==> src/rtl/fetch_queue_pkg.sv <==
// fetch_queue_pkg: shared types and constants for the instruction prefetch queue
package fetch_queue_pkg;
  localparam int XLEN = 32;
  localparam logic [XLEN-1:0] RESET_PC_DEFAULT = 32'h0100_0000;
  typedef logic [XLEN-1:0] arch_reg_t;
  typedef struct packed {
    arch_reg_t pc;
    arch_reg_t instr;
  } fq_entry_t;
endpackage

==> src/rtl/fetch_queue_sync_fifo.sv <==
// sync_fifo: power-of-two circular FIFO with flush and a head read straight from storage
module sync_fifo
  import fetch_queue_pkg::*;
#(
  parameter int W     = 32,
  parameter int DEPTH = 4
) (
  input  logic                   clock,
  input  logic                   reset,
  input  logic                   push,
  input  logic [W-1:0]           push_data,
  input  logic                   pop,
  input  logic                   flush,
  output logic [W-1:0]           head,
  output logic [$clog2(DEPTH):0] count
);
  localparam int AW = $clog2(DEPTH);
  localparam int CW = AW + 1;
  logic [W-1:0]  mem_q [DEPTH];
  logic [AW-1:0] wr_q, wr_d, rd_q, rd_d;
  logic [CW-1:0] count_q, count_d;
  // pointer and occupancy update; flush empties the queue outright
  always_comb begin
    wr_d    = flush ? '0 : wr_q + AW'(push);
    rd_d    = flush ? '0 : rd_q + AW'(pop);
    count_d = flush ? '0 : count_q + CW'(push) - CW'(pop);
  end
  // control state registers
  always_ff @(posedge clock) begin
    if (reset) begin
      wr_q    <= '0;
      rd_q    <= '0;
      count_q <= '0;
    end else begin
      wr_q    <= wr_d;
      rd_q    <= rd_d;
      count_q <= count_d;
    end
  end
  // storage write; contents need no reset since count gates visibility
  always_ff @(posedge clock) begin
    if (push && !flush) mem_q[wr_q] <= push_data;
  end
  assign head  = mem_q[rd_q];
  assign count = count_q;
endmodule

==> src/rtl/fetch_queue.sv <==
// fetch_queue: sequential instruction prefetcher with credit-limited issue and redirect flush
module fetch_queue
  import fetch_queue_pkg::*;
#(
  parameter int          DEPTH    = 4,
  parameter logic [31:0] RESET_PC = RESET_PC_DEFAULT
) (
  input  logic        clock,
  input  logic        reset,
  input  logic        redirect_valid,
  input  logic [31:0] redirect_pc,
  output logic        req_valid,
  output logic [31:0] req_addr,
  input  logic        req_ready,
  input  logic        resp_valid,
  input  logic [31:0] resp_data,
  output logic        out_valid,
  output logic [31:0] out_pc,
  output logic [31:0] out_instr,
  input  logic        out_ready
);
  localparam int CW = $clog2(DEPTH) + 1;
  localparam logic [CW:0] LIMIT = (CW+1)'(DEPTH);
  arch_reg_t     fetch_pc_q, fetch_pc_d, tag_head;
  logic [CW-1:0] inflight_q, inflight_d, discard_q, discard_d, count, tag_count;
  logic          hs, keep, pop;
  fq_entry_t     head, push_e;
  // issue credit, response routing and next-state for the fetch pointer and counters
  always_comb begin
    req_valid  = !reset && !redirect_valid && (({1'b0, count} + {1'b0, inflight_q}) < LIMIT);
    hs         = req_valid && req_ready;
    keep       = resp_valid && !redirect_valid && discard_q == '0;
    pop        = out_valid && out_ready && !redirect_valid;
    fetch_pc_d = redirect_valid ? {redirect_pc[31:2], 2'b00} : hs ? fetch_pc_q + 32'd4 : fetch_pc_q;
    inflight_d = inflight_q + CW'(hs) - CW'(resp_valid);
    discard_d  = redirect_valid ? inflight_q - CW'(resp_valid)
                                : discard_q - CW'(resp_valid && discard_q != '0);
  end
  // fetch pointer and credit/discard counters
  always_ff @(posedge clock) begin
    if (reset) begin
      fetch_pc_q <= RESET_PC;
      inflight_q <= '0;
      discard_q  <= '0;
    end else begin
      fetch_pc_q <= fetch_pc_d;
      inflight_q <= inflight_d;
      discard_q  <= discard_d;
    end
  end
  assign push_e    = '{pc: tag_head, instr: resp_data};
  assign req_addr  = fetch_pc_q;
  assign out_valid = !reset && count != '0;
  assign out_pc    = head.pc;
  assign out_instr = head.instr;
  sync_fifo #(.W(32), .DEPTH(DEPTH)) u_tag (
    .clock(clock), .reset(reset), .push(hs), .push_data(fetch_pc_q), .pop(keep),
    .flush(redirect_valid), .head(tag_head), .count(tag_count)
  );
  sync_fifo #(.W($bits(fq_entry_t)), .DEPTH(DEPTH)) u_entry (
    .clock(clock), .reset(reset), .push(keep), .push_data(push_e), .pop(pop),
    .flush(redirect_valid), .head(head), .count(count)
  );
  // occupancy and credit invariants
  always @(posedge clock) begin
    if (!reset) begin
      assert (count <= CW'(DEPTH));
      assert (discard_q <= inflight_q && inflight_q <= CW'(DEPTH));
      assert (!(resp_valid && inflight_q == '0));
      assert (tag_count == inflight_q - discard_q);
    end
  end
endmodule

==> config.mk <==
export PLATFORM = sky130hd
export DESIGN_NAME = fetch_queue
export DESIGN_NICKNAME = d
export VERILOG_FILES = /design/src/rtl/fetch_queue_pkg.sv /design/src/rtl/fetch_queue_sync_fifo.sv /design/src/rtl/fetch_queue.sv
export SDC_FILE = /design/constraint.sdc
export NUM_CORES = 1
export LEC_CHECK = 0
export ABC_AREA = 0
export CORE_MARGIN = 10
export CORE_UTILIZATION = 45
export DETAILED_ROUTE_END_ITERATION = 6
export GPL_ROUTABILITY_DRIVEN = 0
export GPL_TIMING_DRIVEN = 0
export PLACE_DENSITY = 0.7
export REMOVE_ABC_BUFFERS = 1
export SYNTH_ARGS = -nofsm -noshare
export SYNTH_HDL_FRONTEND = slang
export SYNTH_SLANG_ARGS = --single-unit
==> constraint.sdc <==
create_clock -name clock -period 10.9 [get_ports clock]
set_input_delay 2.725 -clock clock [delete_from_list [all_inputs] [get_ports clock]]
set_output_delay 2.725 -clock clock [all_outputs]
set_load 0.05 [all_outputs]
# Yosys cells after proc, flatten, opt, wreduce, memory -nomap -nowiden
# Memories as Yosys holds them, arrays and structs flattened. A register that Yosys moved wholly into a read port is not among the register bits.
# Cells that the tools add are included.
[word_totals]
register_bits = 49
ramBits = 384
in_bits = 70
output_inout_bits = 98
wordCells = 51
mem_count = 2
[mem_list]
columns = ["name", "words", "word_bits", "rd", "rd_clocked_by_memory_dff", "write_ports", "line_no", "text"]
rows = [
  ["u_entry.mem_q", 4, 64, 1, 1, 1, "fetch_queue_sync_fifo.sv:19", "logic [W-1:0] mem_q [DEPTH];"],
  ["u_tag.mem_q", 4, 32, 1, 1, 1, "fetch_queue_sync_fifo.sv:19", ""],
]
[op_classes]
addsub = 12
magnitude_cmp = 1
muxes = 9
n_reduce_logical = 18
[ops]
columns = ["operator", "count"]
rows = [
  ["32-bit two-way mux", 2],
  ["32-bit by 3-bit adder with 32-bit output (second input constant)", 1],
  ["3-bit by 1-bit subtractor with 3-bit output", 4],
  ["1-bit logical AND", 11],
  ["2-bit by 1-bit adder with 2-bit output", 4],
  ["3-bit by 1-bit adder with 3-bit output", 2],
  ["3-bit nonzero test", 2],
  ["3-bit by 3-bit adder with 4-bit output", 1],
  ["4-bit by 3-bit < comparator with 1-bit output (second input constant)", 1],
  ["1-bit two-way mux", 4],
  ["2-bit two-way mux", 2],
  ["3-bit zero test", 1],
  ["3-bit two-way mux", 1],
  ["1-bit zero test", 2],
  ["2-bit nonzero test", 1],
  ["2-bit OR reduction", 1],
]

# Depth between registers and ports, before layout
[logic_depth]
ltp_word = 7
depth_mapped = 13
ltp_nobuf = 10

# By module
# A second synthesis with hierarchy kept.
[unflattened]
hier_cells = 847
hier_area_um2 = 17010.1
[by_module_without_submodules]
columns = ["module", "instances", "cells_per_inst", "area_per_inst_um2", "seq_area_each_um2"]
rows = [
  ["sync_fifo (u_entry)", 1, 365, 9651.8, 7827.5],
  ["sync_fifo (u_tag)", 1, 199, 5007.3, 3983.8],
  ["fetch_queue", 1, 283, 2351.0, 720.7],
]

# Worst setup path after synthesis
# Ideal clock, no wire load.
[synth_timing]
path_kind = "input to register"
startpoint = "input port redirect_valid"
endpoint = "memory u_entry.mem_q[0][0] (netlist bit), enable pin"
setup_time_ps = 571
arrival_time_ps = 7816
required_ps = 10329
setup_slack_ps = 2513
path_stages = 5
path_buffers = 2
path_cell_list = "buf_6 -> inv_1 -> and3_1 -> clkbuf_1 -> nor3b_1"
[synth_via]
elab_chain_len = 6
[synth_rtl]
columns = ["item", "line_no", "text"]
rows = [
  ["start: declaration", "fetch_queue.sv:10", "input logic redirect_valid,"],
  ["1-bit zero test (*)", "fetch_queue_sync_fifo.sv:42, fetch_queue.sv:32", ""],
  ["1-bit logical AND (2 in a row)", "fetch_queue.sv:32", "keep = resp_valid && !redirect_valid && discard_q == '0;"],
  ["1-bit logical AND (*)", "fetch_queue_sync_fifo.sv:42", "if (push && !flush) mem_q[wr_q] <= push_data;"],
  ["1-bit two-way mux (*)", "fetch_queue_sync_fifo.sv:42", ""],
  ["1-bit two-way mux (not written as such) (*)", "fetch_queue_sync_fifo.sv:42", ""],
  ["end: declaration", "fetch_queue_sync_fifo.sv:19", ""],
]
# Mark *: on every way between the ends. The rest lies on a longest branch, timed or not.

# Final worst setup path
[layout_timing]
startpoint = "input port redirect_valid"
endpoint = "output port req_valid"
[layout_via]
elab_chain_len = 3
[layout_rtl]
columns = ["item", "line_no", "text"]
rows = [
  ["1-bit zero test", "fetch_queue.sv:30", "req_valid = !reset && !redirect_valid && (({1'b0, count} + {1'b0, inflight_q}) < LIMIT);"],
  ["1-bit logical AND (2 in a row)", "fetch_queue.sv:30", ""],
  ["end: declaration", "fetch_queue.sv:12", "output logic req_valid,"],
]
# No other way between the ends.

==> impl_metrics.yaml <==
detailed_routing:
  wl_per_cell_um: 21.97
  totalWireLength_um: 32730
  ant_nets: 0
  dr.pass1.iters: 5
  drtIter0Drc: 427
  drc: 0
  vias: 8219
  vias_per_cell: 5.516
layout:
  nNetsFinal: 1090
  regArea_sq_um: 12000
  n_fill_cell: 2610
  mostFrequentLayoutCells: "edfxtp_1 (368), clkdlybuf4s50_1 (160), mux4_2 (92), clkbuf_16 (43), dfxtp_1 (43)"
  layout-drive-gt1-share: 0.1874
  syn2layout_area_growth_pct: 23.66
  n_antenna_cell: 0
  multi_input_area_sq_um: 3721
  final_common_cell: "edfxtp_1"
clock_tree:
  cts-root-buf: "clkbuf_16"
  cts_tree: "yes"
  clock-sinks: 415
  cts_resized: 0
  holdBufCountCts: 0
  cts_max_path_buffers: 3
  clock_latency_ns: 0.54
  numCtsBuffers: 42
  path_clk_slew_ns: 0.05
  htreeDepth: 2
  cts_setup_buffers: 0
placement:
  hpwl_um: 21530
  port_buffers: 161
timing:
  drv_slew: 0
  slew-limit-headroom: 0.05207
  tns_ns: 0
  fin_crit_sh: 0.8512
  skew_ns: 0.02456
  rsz0062_at_grt: "no"
  finalSetupViolations: 0
  period_minus_slack_ns: 9.278
  fmax_mhz: 107.8
  hold_viol: 0
  worst_slew_pin_slew_ns: 1.417
grt:
  grt_max_degree: 54
  grt_usage: 0.1485
  grt-ovfl-total: 0
  grt_first_pass_wirelength_um: 50980
  antenna_found_initial: 0
  grt_pass1_vias: 8666
worst_hold_path:
  min_path_type: "reg2reg"
critical_path:
  setup.worst_path.class: "in2out"
  worst_setup_path_end_kind: "output port"
  cp.required_ns: 8.18
  crit_fanout: 34
  arrival_ns: 6.55
  worstSetupStartpointType: "input port"
power_and_ir_drop:
  power.internal_mw: 2.723
  p_per_area_nw_per_um2: 177.2
  max-vdd-ir-drop_mv: 0.09985
  p_switching_uw: 766.1
  leakagePower_nw: 6.235
  total_power_mw: 3.489
  swShare: 0.2196
  power_frac_seq: 0.518
  combPwrFrac: 0.081
  clkPwrFrac: 0.402
floorplan:
  core_sq_um: 34710
  start_util: 0.4588
  die_w_um: 208.1
  boundaryPins: 168
  rows: 68
  fp.dieArea_sq_um: 43310
  die_y_um: 208.1
yosys:
  synth_area_sq_um: 15930
  ys_seq_elements: 415
  synth-edff-count: 368
  synth_area_per_cell_sq_um: 19.52
  netlist_instances: 816
  async_flop_share: 0
  ys_seq_area_frac: 0.7530
  yosysWarnings: 0
  synth_flop_cell: "edfxtp_1"
  yosysUniqueCellTypes: 55
status:
  status: "complete, no violations"
run:
  cap_violations: 0
## final timing paths
check             cells after the start                      endpoint  slack (ns)                         from
setup / recovery                      5                     req_valid        1.62               redirect_valid
setup reg to reg                      7     req_addr[21]$_SDFFE_PP0P_        6.64  u_entry.count[1]$_SDFF_PP0_
hold / removal                        0  u_tag.mem_q[0][19]$_DFFE_PP_        0.57    req_addr[19]$_SDFFE_PP0P_
hold reg to reg                       0  u_tag.mem_q[0][19]$_DFFE_PP_        0.57    req_addr[19]$_SDFFE_PP0P_
## layer usage
metal  vias to the layer above  GRT usage  wire length (um)
li1                       3702          -                 -
met1                      4222     0.1923             13990
met2                       246     0.2413             15990
met3                        49    0.03954              2030
met4                         0    0.04359               725
met5                         -          0                 0
## through the flow
step | instance area, sq um | std cells | util | setup slack (ns) | hold slack (ns)
finish | 19690 | 1490 | 0.5673 | 1.622 | 0.5718
global placement | 17910 | 1392 | 0.5160 | -3.689 | 0.5394
detailed placement | 18320 | 1414 | 0.5279 | 1.656 | 0.5623
CTS | 19690 | 1490 | 0.5673 | 1.622 | 0.5748
global route | 19690 | 1490 | 0.5673 | 1.438 | 0.6000
floorplan | 15730 | 776 | - | 2.391 | 0.5290
## cell type report
| cell class | instances | area share |
|---|---|---|
| Timing Repair Buffer | 183 | 0.1001 |
| Inverter | 16 | 0.003113 |
| Multi-Input combinational cell | 345 | 0.1889 |
| Sequential cell | 415 | 0.6094 |
| Clock buffer | 54 | 0.05775 |
| Clock inverter | 22 | 0.01182 |
| Tap cell | 455 | 0.02891 |
## worst max-delay path: stages
cell and delay [ns]:
clkdlybuf4s50_1 1.16, inv_1 1.03, nand2_1 0.38, nor3_1 0.36, clkdlybuf4s50_1 0.87
## synth_stat cells, types with 8 or more instances
cell / number / share of area
inv_1: 15 / 0.0035
dfxtp_1: 47 / 0.059
xnor2_1: 10 / 0.0055
mux4_2: 92 / 0.13
buf_1: 13 / 0.0031
edfxtp_1: 368 / 0.69
ha_1: 15 / 0.012
nand4_1: 8 / 0.0031
a21oi_1: 20 / 0.0063
and2_1: 9 / 0.0035
and3_1: 9 / 0.0035
nor2_1: 32 / 0.0075
nand3_1: 17 / 0.0053
a31oi_1: 15 / 0.0059
nor3_1: 10 / 0.0031
nand2_1: 30 / 0.0071
clkbuf_1: 20 / 0.0047
o21ai_0: 13 / 0.0041
## sequential cells by signal, indices dropped and copies added, names as in the netlist
register / count
discard_q: 3
inflight_q: 3
req_addr: 30
u_entry.count: 3
u_entry.mem_q: 248
u_entry.rd_q: 2
u_entry.wr_q: 2
u_tag.mem_q: 120
u_tag.rd_q: 2
u_tag.wr_q: 2
## logic make-up after synthesis
logic type      Yosys count  synth area share
flops                   415            0.7530
compound gates           73           0.02938
mux                      93            0.1308
buf+inv                  59           0.01681
simple gates            146           0.04887
fa+ha+maj                17           0.01430
other cells               1         0.0002355
xor+xnor                 12          0.006600
## power by group through the flow
stage          Clock [mW]  Combinational [mW]  Sequential [mW]
2_1_floorplan           0               0.142             1.86
3_5_place_dp            0               0.285             1.84
3_3_place_gp            0               0.269             1.85
5_1_grt              1.50               0.303             1.81
6_report             1.40               0.282             1.81
4_1_cts              1.44               0.287             1.81
No activity file was read; power rests on OpenSTA's default activity.
